`src/rtl/mod_seq_pkg.sv`:
```
`default_nettype none
// ============================================================================
// Module      : mod_seq_pkg
// Description : Shared definitions for the shift-and-subtract divider and
//               its MSB priority encoders: controller state encoding, MSB
//               index width and the operand-width derivation helper.
// Revision    : 1.0 - initial release
// ============================================================================
package mod_seq_pkg;

    // Controller states, 2-bit encoding.
    typedef enum logic [1:0] {
        ST_IDLE  = 2'd0,
        ST_ALIGN = 2'd1,
        ST_SUB   = 2'd2
    } state_t;

    // Width of the MSB index produced by prio_enc.
    localparam int c_MSB_W = 8;

    // Operand width derived from its log2; shared by encoder and controller.
    function automatic int width_of(input int wl);
        return 1 << wl;
    endfunction

endpackage
`default_nettype wire

```
`src/rtl/mod_seq_prio_enc.sv`:
```
`default_nettype none
// ============================================================================
// Module      : prio_enc
// Description : Priority encoder returning the index of the most significant
//               set bit of in_i (0 when in_i is zero). Two equivalent
//               implementations are selectable with FAST_ENCODER: a
//               log-depth binary search or a linear scan.
// Ports       : in_i  [WIDTH-1:0]   value to encode
//               msb_o [c_MSB_W-1:0] index of highest set bit, zero-extended
// Revision    : 1.0 - initial release
// ============================================================================
module prio_enc
    import mod_seq_pkg::*;
#(
    parameter  int WIDTH_LOG = 4,
    localparam int WIDTH     = width_of(WIDTH_LOG)
) (
    input  logic [WIDTH-1:0]   in_i,
    output logic [c_MSB_W-1:0] msb_o
);

`ifdef FAST_ENCODER
    localparam bit c_FAST = 1'b1;
`else
    localparam bit c_FAST = 1'b0;
`endif

    logic [WIDTH_LOG-1:0] w_idx;

    generate
        if (c_FAST) begin : g_fast
            // Binary search: each step asks whether anything lives in the
            // upper half of the remaining window and narrows accordingly.
            always_comb begin : p_search
                logic [WIDTH-1:0] v;
                v     = in_i;
                w_idx = '0;
                for (int k = WIDTH_LOG - 1; k >= 0; k--) begin
                    if ((v >> (1 << k)) != '0) begin
                        w_idx[k] = 1'b1;
                        v        = v >> (1 << k);
                    end
                end
            end
        end else begin : g_linear
            // Ascending scan: the last set bit seen is the most significant.
            always_comb begin : p_scan
                w_idx = '0;
                for (int i = 0; i < WIDTH; i++) begin
                    if (in_i[i]) begin
                        w_idx = i[WIDTH_LOG-1:0];
                    end
                end
            end
        end
    endgenerate

    assign msb_o = c_MSB_W'(w_idx);

endmodule
`default_nettype wire

```
`src/rtl/mod_seq.sv`:
```
`default_nettype none
// ============================================================================
// Module      : mod_seq
// Description : Sequential shift-and-subtract unsigned divider. The divisor
//               is pre-aligned to the dividend's MSB so only
//               (msb_a - msb_b + 1) subtract steps are needed.
// Ports       : clk   - rising-edge clock
//               rst   - synchronous active-high reset
//               go    - start request, sampled only while ready
//               a, b  - dividend / divisor, sampled with go
//               ready - idle, can accept go
//               done  - one-cycle pulse, rem/quo/err valid
//               rem   - a mod b
//               quo   - a / b
//               err   - divide-by-zero flag of the last operation
// Revision    : 1.0 - initial release
// ============================================================================
module mod_seq
    import mod_seq_pkg::*;
#(
    parameter  int WIDTH_LOG = 4,
    localparam int WIDTH     = width_of(WIDTH_LOG)
) (
    input  logic             clk,
    input  logic             rst,
    input  logic             go,
    input  logic [WIDTH-1:0] a,
    input  logic [WIDTH-1:0] b,
    output logic             ready,
    output logic             done,
    output logic [WIDTH-1:0] rem,
    output logic [WIDTH-1:0] quo,
    output logic             err
);

    // Working registers
    state_t               r_state_q, w_state_d;
    logic [WIDTH-1:0]     r_rem_q,   w_rem_d;
    logic [WIDTH-1:0]     r_div_q,   w_div_d;
    logic [WIDTH-1:0]     r_quo_q,   w_quo_d;
    logic [WIDTH_LOG-1:0] r_cnt_q,   w_cnt_d;

    // Result registers, only updated on completion
    logic [WIDTH-1:0]     r_rem_out_q, w_rem_out_d;
    logic [WIDTH-1:0]     r_quo_out_q, w_quo_out_d;
    logic                 r_err_q,     w_err_d;
    logic                 r_done_q,    w_done_d;

    logic [c_MSB_W-1:0]   w_msb_a;
    logic [c_MSB_W-1:0]   w_msb_b;
    logic [WIDTH_LOG-1:0] w_shift;
    logic                 w_ge;
    logic [WIDTH-1:0]     w_rem_sub;
    logic [WIDTH-1:0]     w_quo_shl;
    logic                 w_unused_msb;

    prio_enc #(
        .WIDTH_LOG (WIDTH_LOG)
    ) u_enc_a (
        .in_i  (r_rem_q),
        .msb_o (w_msb_a)
    );

    prio_enc #(
        .WIDTH_LOG (WIDTH_LOG)
    ) u_enc_b (
        .in_i  (r_div_q),
        .msb_o (w_msb_b)
    );

    // Only the low WIDTH_LOG bits of the encoder outputs carry information.
    assign w_unused_msb = ^{w_msb_a[c_MSB_W-1:WIDTH_LOG], w_msb_b[c_MSB_W-1:WIDTH_LOG]};

    // Only consumed in ALIGN when rem >= div, so msb_a >= msb_b holds.
    assign w_shift   = w_msb_a[WIDTH_LOG-1:0] - w_msb_b[WIDTH_LOG-1:0];

    // Subtraction is guarded by w_ge, so no borrow out is possible.
    assign w_ge      = (r_rem_q >= r_div_q);
    assign w_rem_sub = w_ge ? (r_rem_q - r_div_q) : r_rem_q;
    assign w_quo_shl = {r_quo_q[WIDTH-2:0], w_ge};

    always_comb begin
        w_state_d   = r_state_q;
        w_rem_d     = r_rem_q;
        w_div_d     = r_div_q;
        w_quo_d     = r_quo_q;
        w_cnt_d     = r_cnt_q;
        w_rem_out_d = r_rem_out_q;
        w_quo_out_d = r_quo_out_q;
        w_err_d     = r_err_q;
        w_done_d    = 1'b0;

        unique case (r_state_q)
            ST_IDLE: begin
                if (go) begin
                    w_rem_d   = a;
                    w_div_d   = b;
                    w_quo_d   = '0;
                    w_cnt_d   = '0;
                    w_state_d = ST_ALIGN;
                end
            end

            ST_ALIGN: begin
                if (r_div_q == '0) begin
                    w_err_d     = 1'b1;
                    w_rem_out_d = r_rem_q;
                    w_quo_out_d = '0;
                    w_done_d    = 1'b1;
                    w_state_d   = ST_IDLE;
                end else if (r_rem_q < r_div_q) begin
                    w_err_d     = 1'b0;
                    w_rem_out_d = r_rem_q;
                    w_quo_out_d = '0;
                    w_done_d    = 1'b1;
                    w_state_d   = ST_IDLE;
                end else begin
                    // msb_b + shift = msb_a, so the shifted divisor fits.
                    w_div_d   = r_div_q << w_shift;
                    w_cnt_d   = w_shift;
                    w_state_d = ST_SUB;
                end
            end

            ST_SUB: begin
                w_rem_d = w_rem_sub;
                w_quo_d = w_quo_shl;
                if (r_cnt_q == '0) begin
                    w_err_d     = 1'b0;
                    w_rem_out_d = w_rem_sub;
                    w_quo_out_d = w_quo_shl;
                    w_done_d    = 1'b1;
                    w_state_d   = ST_IDLE;
                end else begin
                    w_div_d = r_div_q >> 1;
                    w_cnt_d = r_cnt_q - 1'b1;
                end
            end

            default: begin
                w_state_d = ST_IDLE;
            end
        endcase
    end

    always_ff @(posedge clk) begin
        if (rst) begin
            r_state_q   <= ST_IDLE;
            r_rem_q     <= '0;
            r_div_q     <= '0;
            r_quo_q     <= '0;
            r_cnt_q     <= '0;
            r_rem_out_q <= '0;
            r_quo_out_q <= '0;
            r_err_q     <= 1'b0;
            r_done_q    <= 1'b0;
        end else begin
            r_state_q   <= w_state_d;
            r_rem_q     <= w_rem_d;
            r_div_q     <= w_div_d;
            r_quo_q     <= w_quo_d;
            r_cnt_q     <= w_cnt_d;
            r_rem_out_q <= w_rem_out_d;
            r_quo_out_q <= w_quo_out_d;
            r_err_q     <= w_err_d;
            r_done_q    <= w_done_d;
        end
    end

    // Ready follows the state register, so it rises together with done.
    assign ready = (r_state_q == ST_IDLE);
    assign done  = r_done_q;
    assign rem   = r_rem_out_q;
    assign quo   = r_quo_out_q;
    assign err   = r_err_q;

endmodule
`default_nettype wire
```
`config.mk`:
```
export PLATFORM = sky130hd
export DESIGN_NAME = mod_seq
export DESIGN_NICKNAME = d
export VERILOG_FILES = /design/src/rtl/mod_seq_pkg.sv /design/src/rtl/mod_seq_prio_enc.sv /design/src/rtl/mod_seq.sv
export SDC_FILE = /design/constraint.sdc
export NUM_CORES = 1
export LEC_CHECK = 0
export CAP_MARGIN = 15
export CORE_AREA = 5 5 124 126
export CTS_BUF_LIST = sky130_fd_sc_hd__clkbuf_8
export CTS_CLUSTER_DIAMETER = 30
export DETAILED_ROUTE_END_ITERATION = 6
export DIE_AREA = 0 0 129 131
export PLACE_DENSITY = 0.67
export SETUP_SLACK_MARGIN = 0.1
export SLEW_MARGIN = 10
export SYNTH_ARGS = -nofsm -noshare
export SYNTH_HDL_FRONTEND = slang
export SYNTH_SLANG_ARGS = --single-unit
```
`constraint.sdc`:
```
create_clock -name clk -period 5.5 [get_ports clk]
set_input_delay 1.1 -clock clk [delete_from_list [all_inputs] [get_ports clk]]
set_output_delay 1.1 -clock clk [all_outputs]
set_load 0.1 [all_outputs]
```
; Yosys cells after proc, flatten, opt, wreduce, memory -nomap -nowiden
; Index checks and enable logic that the tools add are counted.
[totals]
regBits = 87
in_bits = 35
output_inout_bits = 35
word_cells = 99
[classes]
add_sub_neg = 3
n_lt_le_gt_ge = 2
eq_ne = 8
shifts = 1
mux = 66
n_reduce_logical = 10
[ops]
columns = cell, count
row1 = $mux W16, 12
row2 = $pmux W16 S2, 3
row3 = $mux W4, 20
row4 = $pmux W16 S3, 1
row5 = $pmux W15 S2, 1
row6 = $mux W3, 8
row7 = $ge A16 B16 Y1, 1
row8 = $logic_not A16 Y1, 1
row9 = $lt A16 B16 Y1, 1
row10 = $mux W2, 8
row11 = $shl A16 B4 Y16, 1
row12 = $sub A16 B16 Y16, 1
row13 = $mux W15, 1
row14 = $pmux W4 S3, 1
row15 = $ne A2 B2 Y1 const B, 5
row16 = $mux W1, 8
row17 = $pmux W2 S3, 1
row18 = $reduce_and A5 Y1, 1
row19 = $logic_not A4 Y1, 1
row20 = $pmux W1 S2, 2
row21 = $reduce_and A2 Y1, 2
row22 = $reduce_bool A2 Y1, 2
row23 = $sub A4 B1 Y4 const B, 1
row24 = $sub A4 B4 Y4, 1
row25 = other kinds (6), 6

; Depth between registers and ports, before layout
; Gate-level depths: netlist (run 1).
[logic_depth]
ltp_word = 20
depth_mapped = 18

; Modules after synthesis
; From an unflattened synthesis (run 1), not the netlist that was laid out.
[hier_totals]
hier_cells = 801
hier_area_um2 = 6447.4
[modules_own_cells]
columns = mod, n_inst, cells_each, area_per_inst_um2
row1 = mod_seq, 1, 741, 6097.1
row2 = prio_enc, 2, 30, 175.2

; Worst setup path before layout (run 1)
; No wires, ideal clock.
[synth_path]
path_kind = reg-to-reg
from = reg r_div_q[1]
to = reg r_div_q[12]
setup_ns = 0.132
arrival_ns = 3.349
t_required_ns = 5.368
setup_slack_ns = 2.018
stages_incl_launch_ff = 19
n_path_buf = 2
period_less_slack_ns = 3.482
cell_sequence = dfxtp_1 -> clkbuf_1 -> nor2b_1 -> o21ai_0 -> a21oi_1 -> o21ai_0 -> a21oi_1 -> nor2_1 -> o31ai_1 -> ha_1 -> fa_1 -> buf_1 -> nand2_1 -> o21ai_0 -> mux4_2 -> a21boi_0 -> o221ai_1 -> o211ai_1 -> a21oi_1
[synth_via]
elab_chain_cells = 20
word_cells_on_any_way = 25
classes_between = add/sub (1) / order compare (1) / eq/ne (2) / shift (1) / mux (18) / reduce/logical (2)
[synth_rtl]
columns = item, line_no
row1 = from (decl), mod_seq.sv:39  ; logic [WIDTH-1:0] r_div_q, w_div_d;
row2 = from (signal assigned), mod_seq.sv:160  ; r_div_q <= w_div_d;
row3 = $mux W1, mod_seq_prio_enc.sv:50  ; if (in_i[i]) begin
row4 = $mux W2 (2 in series), mod_seq_prio_enc.sv:50
row5 = $mux W3 (4 in series), mod_seq_prio_enc.sv:50
row6 = $mux W4 (8 in series), mod_seq_prio_enc.sv:50
row7 = $sub A4 B4 Y4, mod_seq.sv:75  ; assign w_shift = w_msb_a[WIDTH_LOG-1:0] - w_msb_b[WIDTH_LOG-1:0];
row8 = $shl A16 B4 Y16, mod_seq.sv:119  ; w_div_d = r_div_q << w_shift;
row9 = $mux W16, mod_seq.sv:111  ; end else if (r_rem_q < r_div_q) begin
row10 = $mux W16, mod_seq.sv:105  ; if (r_div_q == '0) begin
row11 = $pmux W16 S3, mod_seq.sv:93  ; unique case (r_state_q)
; Parallel ways exist; a longest one is shown, timed or not. The select of a mux whose other input is x is not followed.
; A chain may end at the register's enable or synchronous reset.

; Final worst setup path (run 1)
; Ends and elaborated chain as after synthesis.

==> results of run 1 <==
-- cell type report --
cell class	count	area share
sequential	87	0.2566
inverter	38	0.02102
tap	184	0.03392
multi-input combinational	564	0.5419
clock inverter	7	0.01180
clock buffer	9	0.01825
timing repair buffer	83	0.1165
-- layout by cell type, fill, tap and decap left out, types with 6 or more instances in the layout --
master and n:
a211oi_1 17, a21oi_1 73, a22oi_1 15, a311oi_1 6
a31oi_1 11, buf_4 14, clkbuf_8 9, clkdlybuf4s50_1 68
dfxtp_1 87, ha_1 23, inv_1 37, mux2_2 6
mux2i_1 11, mux4_2 6, nand2_1 79, nand3_1 31
nand4_1 6, nor2_1 70, nor2b_1 6, nor3_1 27
o211ai_1 18, o21ai_0 41, xnor2_1 9
-- cells by family after synthesis --
group | count (synthesis)
adder cells (fa/ha/maj) | 25
flip-flops | 87
buffers and inverters | 90
XOR/XNOR | 14
AO/OA/AOI/OAI | 246
AND/OR/NAND/NOR | 253
multiplexers | 26
-- cells in the mapped netlist (17+ instances only) --
library cell / count
clkbuf_1: 36
nor2_1: 70
o211ai_1: 18
dfxtp_1: 87
a21oi_1: 73
nand2_1: 79
nand3_1: 31
inv_1: 37
a211oi_1: 17
o21ai_0: 41
ha_1: 23
nor3_1: 27
-- state kept, by name (all words and copies together) (netlist names) --
name and flops:
r_rem_q 16, done 1, r_div_q 16, rem 16
r_cnt_q 4, err 1, r_quo_q 15, r_state_q 2
quo 16
-- metrics by stage --
step	total power (µW)	util	instances	hold WS (ps)	cell area, µm²
after floorplan	3530	-	741	448.3	5792
after global placement	4191	0.4629	955	443.3	6575
after detailed placement	4226	0.4629	955	446.3	6575
after CTS	4724	0.4773	971	459.7	6779
after global routing	5065	0.4778	972	486.1	6787
final	4779	0.4778	972	457.2	6787
-- worst paths after layout --
check                  start           to  slack (ps)  cells after the start
setup / recovery  r_div_q[1]  r_div_q[12]        1180                     15
hold reg to reg       quo[3]       quo[3]         460                      2
hold / removal        quo[3]       quo[3]         460                      2
setup reg to reg  r_div_q[1]  r_div_q[12]        1180                     15
-- power by group through the flow --
stage	combinational, µW	clock [µW]	sequential, µW
3_5_place_dp	3330	0	892
2_1_floorplan	2520	0	1010
6_report	3400	488	888
5_1_grt	3650	522	898
3_3_place_gp	3300	0	887
4_1_cts	3350	499	879
-- critical path, cell delays in order, from the launching register on --
cell      delay (ps)
dfxtp_1          470
nor2b_1          200
o21ai_0          210
a21oi_1          110
o21ai_0          160
a21oi_1           80
nor2_1           110
o31ai_1           80
ha_1             220
fa_1            1100
mux2_2           440
mux4_2           450
a21boi_0         200
o221ai_1         130
o211ai_1         130
a21oi_1           90
-- metal layers --
layer  up-vias  share of wire
met5         -              0
met4         0          0.027
met3        34          0.068
met2       258           0.46
met1      2843           0.44
li1       2820              -
==> results.sh, run 1 <==
export IMPL_synth_top_area_frac=0.3007
export IMPL_grt_pass1_wl_um=29990
export IMPL_synth_compound_area_share=0.2854
export IMPL_slew_limit_headroom=0.3274
export IMPL_outcome="completed"
export IMPL_muxShareOfSynthArea=0.06567
export IMPL_ys_ff_latch=87
export IMPL_rsz0062_at_grt="false"
export IMPL_n_fill_cell=1379
export IMPL_clock_latency_ps=390
export IMPL_period_needed_ps=4321
export IMPL_diodes=0
export IMPL_die_area_um2=16900
export IMPL_globalplace_congestion=0.9273
export IMPL_syn_inst=741
export IMPL_ys_types=76
export IMPL_synthesis_nets=801
export IMPL_drc_errors=0
export IMPL_fmax_mhz=231.4
export IMPL_tns_ps=0
export IMPL_drive_gt1_frac=0.08249
export IMPL_rows=44
export IMPL_grt_pass1_vias=5662
export IMPL_report_final_slew_viol_count=0
export IMPL_met1_usage=0.2960
export IMPL_multi_input_area_um2=3677
export IMPL_dp_hpwl_um=13650
export IMPL_synthToLayoutAreaGrowth_pct=17.17
export IMPL_die_y_um=131
export IMPL_cap_violations=0
export IMPL_critPathMaxFanout=23
export IMPL_grt_max_degree=79
export IMPL_worstMarginPinSlew_ps=1006
export IMPL_ant_nets=0
export IMPL_yosys_area_share_adder=0.05660
export IMPL_met2_usage=0.3704
export IMPL_crit_required_ps=5740
export IMPL_pwr_share_seq=0.186
export IMPL_cp_arrival_ps=4560
export IMPL_synthFlopType="dfxtp_1"
export IMPL_clock_path_buffers=2
export IMPL_htreeDepth=3
export IMPL_finalHoldViolations=0
export IMPL_dp_slack_ps=1324
export IMPL_internal_power_uw=2217
export IMPL_vias_per_cell=6.127
export IMPL_ir_drop_v=0.0004925
export IMPL_async_reset_ff_frac=0
export IMPL_antenna_found_initial=0
export IMPL_wl_per_cell_um=19.85
export IMPL_cts_resized=0
export IMPL_p_per_area_nw_per_um2=704.1
export IMPL_yosysTopAreaCell="dfxtp_1"
export IMPL_die_w_um=129
export IMPL_p_sw_frac=0.5362
export IMPL_setup_viol=0
export IMPL_clk_pin_slew_ps=110
export IMPL_tritoncts="built"
export IMPL_p_sw_uw=2562
export IMPL_numCtsBuffers=9
export IMPL_pin_count=70
export IMPL_start_util=0.4078
export IMPL_cts_sinks=87
export IMPL_overflow=0
export IMPL_clkPwrFrac=0.102
export IMPL_p_leak_uw=0.002414
export IMPL_hp_class="reg2reg"
export IMPL_yosysWarnings=0
export IMPL_busiest_layer="met2"
export IMPL_syn_area_um2=5792
export IMPL_synthTopCellsByArea="dfxtp_1 (30%), a21oi_1 (6.3%), nand2_1 (5.1%)"
export IMPL_place_port_buffers=69
export IMPL_synth_area_per_cell_um2=7.816
export IMPL_drtIter0Drc=613
export IMPL_yosysSeqAreaShare=0.3007
export IMPL_vias=5955
export IMPL_grt_usage=0.2252
export IMPL_use_met3=0.03577
export IMPL_synth_top_family_by_area="compound AO/OA/AOI/OAI gates"
export IMPL_clockRootBuffer="clkbuf_8"
export IMPL_ff_latch_area_um2=1742
export IMPL_postCtsSetupBuffers=0
export IMPL_drt_total_wl_um=19300
export IMPL_drtPass1Iterations=5
export IMPL_combPwrFrac=0.712
export IMPL_fin_crit_sh=0.7856
export IMPL_skew_ps=15.09
export IMPL_crit_path_start_kind="register"
export IMPL_end_kind="register"
export IMPL_synth_edf_count=0
export IMPL_synth_xor_area_share=0.02376
export IMPL_holdBufCountCts=0
export IMPL_synthSimpleGateAreaFrac=0.2035
export IMPL_crit_type="reg2reg"
export IMPL_coreArea_um2=14200
export IMPL_finalNetCount=843
export IMPL_worst_slack_ps=1179
(Power assumes the default switching activity.)
==> inputs of run 2 (changes only) <==
==> constraint.sdc (replaced) <==
create_clock -name clk -period 4.5 [get_ports clk]
set_input_delay 0.9 -clock clk [delete_from_list [all_inputs] [get_ports clk]]
set_output_delay 0.9 -clock clk [all_outputs]
set_load 0.1 [all_outputs]
==> run 2 against run 1 <==
Via count is 1.7% higher. Sequential power is 23% higher. Cell area is 0.52% higher. Flip-flop and latch count stayed put. Total power is 22% higher. Routed wire length is 0.18% higher. Register-to-register slack worse by 620 ps. Critical path type unchanged. Largest cell class unchanged.
==> results.sh, run 2 (synthesized netlist as in run 1, its figures left out) <==
export IMPL_overflow=0
export IMPL_clock_path_buffers=2
export IMPL_vias_per_cell=6.198
export IMPL_report_final_slew_viol_count=0
export IMPL_crit_required_ps=4730
export IMPL_worstMarginPinSlew_ps=1020
export IMPL_total_power_uw=5847
export IMPL_instances_no_fill=977
export IMPL_multi_input_area_um2=3677
export IMPL_crit_path_start_kind="register"
export IMPL_antenna_found_initial=0
export IMPL_grt_pass1_vias=5832
export IMPL_skew_ps=20.14
export IMPL_slew_limit_headroom=0.3181
export IMPL_cp_arrival_ps=4170
export IMPL_ir_drop_v=0.0007614
export IMPL_critPathMaxFanout=12
export IMPL_tns_ps=0
export IMPL_htreeDepth=3
export IMPL_numCtsBuffers=9
export IMPL_clk_pin_slew_ps=110
export IMPL_holdBufCountCts=0
export IMPL_die_y_um=131
export IMPL_period_needed_ps=3936
export IMPL_grt_max_degree=79
export IMPL_drtIter0Drc=716
export IMPL_p_leak_uw=0.002434
export IMPL_ff_latch_area_um2=1742
export IMPL_crit_type="reg2reg"
export IMPL_drive_gt1_frac=0.08827
export IMPL_hp_class="reg2reg"
export IMPL_drc_errors=0
export IMPL_final_common_cell="dfxtp_1"
export IMPL_pin_count=70
export IMPL_layout_common_cells="dfxtp_1 (87), nand2_1 (79), a21oi_1 (73)"
export IMPL_fin_area_um2=6822
export IMPL_p_per_area_nw_per_um2=857.1
export IMPL_wl_per_cell_um=19.79
export IMPL_place_inst=961
export IMPL_cts_resized=0
export IMPL_synthToLayoutAreaGrowth_pct=17.78
export IMPL_setup_viol=0
export IMPL_n_fill_cell=1431
export IMPL_diodes=0
export IMPL_clockRootBuffer="clkbuf_8"
export IMPL_placed_cell_area_um2=6620
export IMPL_drt_total_wl_um=19330
export IMPL_die_w_um=129
export IMPL_cts_sinks=87
export IMPL_fmax_mhz=254.0
export IMPL_rsz0062_at_grt="false"
export IMPL_outcome="completed"
export IMPL_hold_ws_ps=456.5
export IMPL_finalHoldViolations=0
export IMPL_crit_start="r_rem_q[1]"
export IMPL_start_util=0.4078
export IMPL_r2r_start="r_rem_q[1]"
export IMPL_die_area_um2=16900
export IMPL_clock_latency_ps=400
export IMPL_dp_hpwl_um=13940
export IMPL_worstHoldStart="quo[13]"
export IMPL_finalNetCount=848
export IMPL_grt_pass1_wl_um=30840
export IMPL_end_kind="register"
export IMPL_vias=6055
export IMPL_rows=44
export IMPL_cap_violations=0
export IMPL_coreArea_um2=14200
export IMPL_ant_nets=0
export IMPL_tritoncts="built"
export IMPL_globalplace_congestion=0.9273
export IMPL_fin_crit_sh=0.8748
export IMPL_grt_usage=0.2301
export IMPL_place_port_buffers=69
export IMPL_drtPass1Iterations=5
export IMPL_postCtsSetupBuffers=0
-- run 2: cell type report --
type | instances | area share
Multi-Input combinational cell | 564 | 0.5391
Clock buffer | 9 | 0.01816
Clock inverter | 7 | 0.01137
Sequential cell | 87 | 0.2553
Timing Repair Buffer | 88 | 0.1214
Tap cell | 184 | 0.03375
Inverter | 38 | 0.02091
-- run 2: worst max-delay path, stage by stage (launching register included) --
cell       delay [ps]
dfxtp_1           420
nor2b_1           150
o21ai_0            80
a21oi_1           160
o21bai_1           80
a21oi_1           150
nor2_1             60
o31a_1            260
ha_1              230
fa_1              760
buf_4             290
mux4_2            370
nand2_1            90
nand2_1            70
nor2_1            200
a2111oi_2          90
a211oi_1          240
a211oi_1           80
-- run 2: worst paths after layout --
path / end / cells past startpoint / slack [ps]
setup / recovery: r_div_q[15] / 17 / 560
hold / removal: quo[13] / 2 / 460
setup reg to reg: r_div_q[15] / 17 / 560
hold reg to reg: quo[13] / 2 / 460
-- run 2: power breakdown --
part	switching [µW]	leakage [µW]	internal (µW)
clock	366	0.0000975	218
sequential	204	0.000710	885
combinational	2580	0.00163	1590
-- run 2: metal layers --
layer  GRT usage  wire length (µm)  vias up
met4     0.09141               624        0
met2      0.3692              8917      281
li1            -                 -     2825
met1      0.3055              8447     2891
met3     0.04512              1341       58
met5           0                 0        -
-- run 2: stage by stage --
step           utilization  setup slack [ps]
6_report            0.4803             563.5
5_1_grt             0.4803             219.7
4_1_cts             0.4803             607.7
3_5_place_dp        0.4661             641.7
3_3_place_gp        0.4661             750.2
2_1_floorplan            -              1018
==> inputs of run 3 (changes only) <==
==> constraint.sdc (replaced) <==
create_clock -name clk -period 4.75 [get_ports clk]
set_input_delay 0.95 -clock clk [delete_from_list [all_inputs] [get_ports clk]]
set_output_delay 0.95 -clock clk [all_outputs]
set_load 0.1 [all_outputs]
==> run 3 against run 2 <==
Die area did not move. Sequential power is 6% lower. Non-clock buffer count is 2 lower. Global-route usage decreased by 0.54 points. Critical endpoint is now r_div_q[11]. Combinational power fell by 5%. Worst hold slack about the same. Routed wire length barely moved. Clock skew decreased by 9.6 ps. Final cell count shrank 0.20%.
==> results.sh, run 3 (synthesized netlist as in run 1, its figures left out) <==
export IMPL_antenna_found_initial=0
export IMPL_diodes=0
export IMPL_cp_top_family="compound AO/OA/AOI/OAI gates"
export IMPL_report_final_slew_viol_count=0
export IMPL_postCtsSetupBuffers=0
export IMPL_crit_type="reg2reg"
export IMPL_fin_area_um2=6838
export IMPL_grt_usage=0.2247
export IMPL_crit_chain="nor2b_1 -> o21ai_0 -> a21oi_1 -> o21ai_0 -> a21oi_1 -> nor2_1 -> o31ai_1 -> ha_1 -> fa_1 -> mux2_2 -> nor2_1 -> a21oi_1 -> mux2i_1 -> o21ai_0 -> a211oi_1 -> a2111oi_0"
export IMPL_outcome="completed"
export IMPL_p_per_area_nw_per_um2=822.6
export IMPL_path_buf_inv=0
export IMPL_wl_per_cell_um=19.84
export IMPL_overflow=0
export IMPL_fin_crit_sh=0.8770
export IMPL_max_stage_delay_ps=630
export IMPL_end_kind="register"
export IMPL_ant_nets=0
export IMPL_clockRootBuffer="clkbuf_8"
export IMPL_drtIter0Drc=703
export IMPL_numCtsBuffers=9
export IMPL_tritoncts="built"
export IMPL_drive_gt1_frac=0.08597
export IMPL_setup_viol=0
export IMPL_globalplace_congestion=0.9049
export IMPL_final_common_cell="dfxtp_1"
export IMPL_cap_violations=0
export IMPL_placed_cell_area_um2=6605
export IMPL_holdBufCountCts=0
export IMPL_start_util=0.4078
export IMPL_vias_per_cell=6.153
export IMPL_cts_resized=0
export IMPL_die_area_um2=16900
export IMPL_cp_slowest_cell="dfxtp_1"
export IMPL_worst_slack_ps=584.3
export IMPL_finalNetCount=846
export IMPL_die_y_um=131
export IMPL_rows=44
export IMPL_total_power_uw=5625
export IMPL_grt_pass1_wl_um=29850
export IMPL_place_inst=959
export IMPL_n_fill_cell=1430
export IMPL_cts_sinks=87
export IMPL_drt_total_wl_um=19350
export IMPL_crit_required_ps=5010
export IMPL_fmax_mhz=240.1
export IMPL_clock_latency_ps=380
export IMPL_synthToLayoutAreaGrowth_pct=18.06
export IMPL_skew_ps=10.58
export IMPL_clk_pin_slew_ps=100
export IMPL_pin_count=70
export IMPL_drc_errors=0
export IMPL_layout_common_cells="dfxtp_1 (87), nand2_1 (79), a21oi_1 (73)"
export IMPL_tns_ps=0
export IMPL_coreArea_um2=14200
export IMPL_rsz0062_at_grt="false"
export IMPL_period_needed_ps=4166
export IMPL_crit_path_start_kind="register"
export IMPL_die_w_um=129
export IMPL_finalHoldViolations=0
export IMPL_htreeDepth=3
export IMPL_cp_arrival_ps=4430
export IMPL_hp_class="reg2reg"
export IMPL_place_port_buffers=69
export IMPL_worstMarginPinSlew_ps=1141
export IMPL_vias=5999
export IMPL_grt_pass1_vias=5608
export IMPL_grt_max_degree=79
export IMPL_dp_hpwl_um=13800
export IMPL_instances_no_fill=975
export IMPL_critPathMaxFanout=13
export IMPL_slew_limit_headroom=0.2364
export IMPL_p_leak_uw=0.002444
export IMPL_ir_drop_v=0.0005961
export IMPL_clock_path_buffers=2
export IMPL_drtPass1Iterations=5
export IMPL_dp_slack_ps=741.3
-- run 3: cell count changes in the layout (fill, tap and decap cells not counted), sizes merged --
cell	previous run	this run
buf	20	18
bufinv	0	2
clkinv	5	1
clkinvlp	1	0
inv	39	42
-- run 3: per-layer routing --
layer,track usage,up-vias,share of wire
met4,0.09265,0,0.033
met5,0,-,0
met1,0.2965,2857,0.44
met3,0.03821,43,0.067
met2,0.3655,274,0.46
li1,-,2825,-
-- run 3: final timing paths --
kind	depth (start not counted)	end	slack [ps]	start
setup / recovery	16	r_div_q[11]	580	r_div_q[1]
hold reg to reg	2	quo[13]	460	quo[13]
hold / removal	2	quo[13]	460	quo[13]
setup reg to reg	16	r_div_q[11]	580	r_div_q[1]
-- run 3: stage by stage --
step | util | hold WS, ps
floorplan | - | 448.3
global placement | 0.4650 | 442.6
detailed placement | 0.4650 | 444.5
CTS | 0.4814 | 459.4
global route | 0.4814 | 482.7
finish | 0.4814 | 456.1
-- run 3: cell type report --
type / count / area (µm²) / area share
clock buffer: 9 / 123.9 / 0.01812
timing repair buffer: 86 / 813.3 / 0.1189
multi-input combinational: 564 / 3677 / 0.5378
sequential: 87 / 1742 / 0.2547
clock inverter: 7 / 108.9 / 0.01592
tap: 184 / 230.2 / 0.03367
inverter: 38 / 142.6 / 0.02086
-- run 3: worst register-to-register path: stages (launching register included) --
cell and delay [ps]:
dfxtp_1 630, nor2b_1 200, o21ai_0 80, a21oi_1 170, o21ai_0 90, a21oi_1 160, nor2_1 50, o31ai_1 240
ha_1 240, fa_1 620, mux2_2 330, nor2_1 40, a21oi_1 230, mux2i_1 110, o21ai_0 370, a211oi_1 130
a2111oi_0 380
-- run 3: power by group --
part	switching, µW	internal, µW	leakage [µW]
sequential	188	839	0.000710
combinational	2470	1500	0.00162
clock	312	309	0.000119
total	2970	2650	0.00244
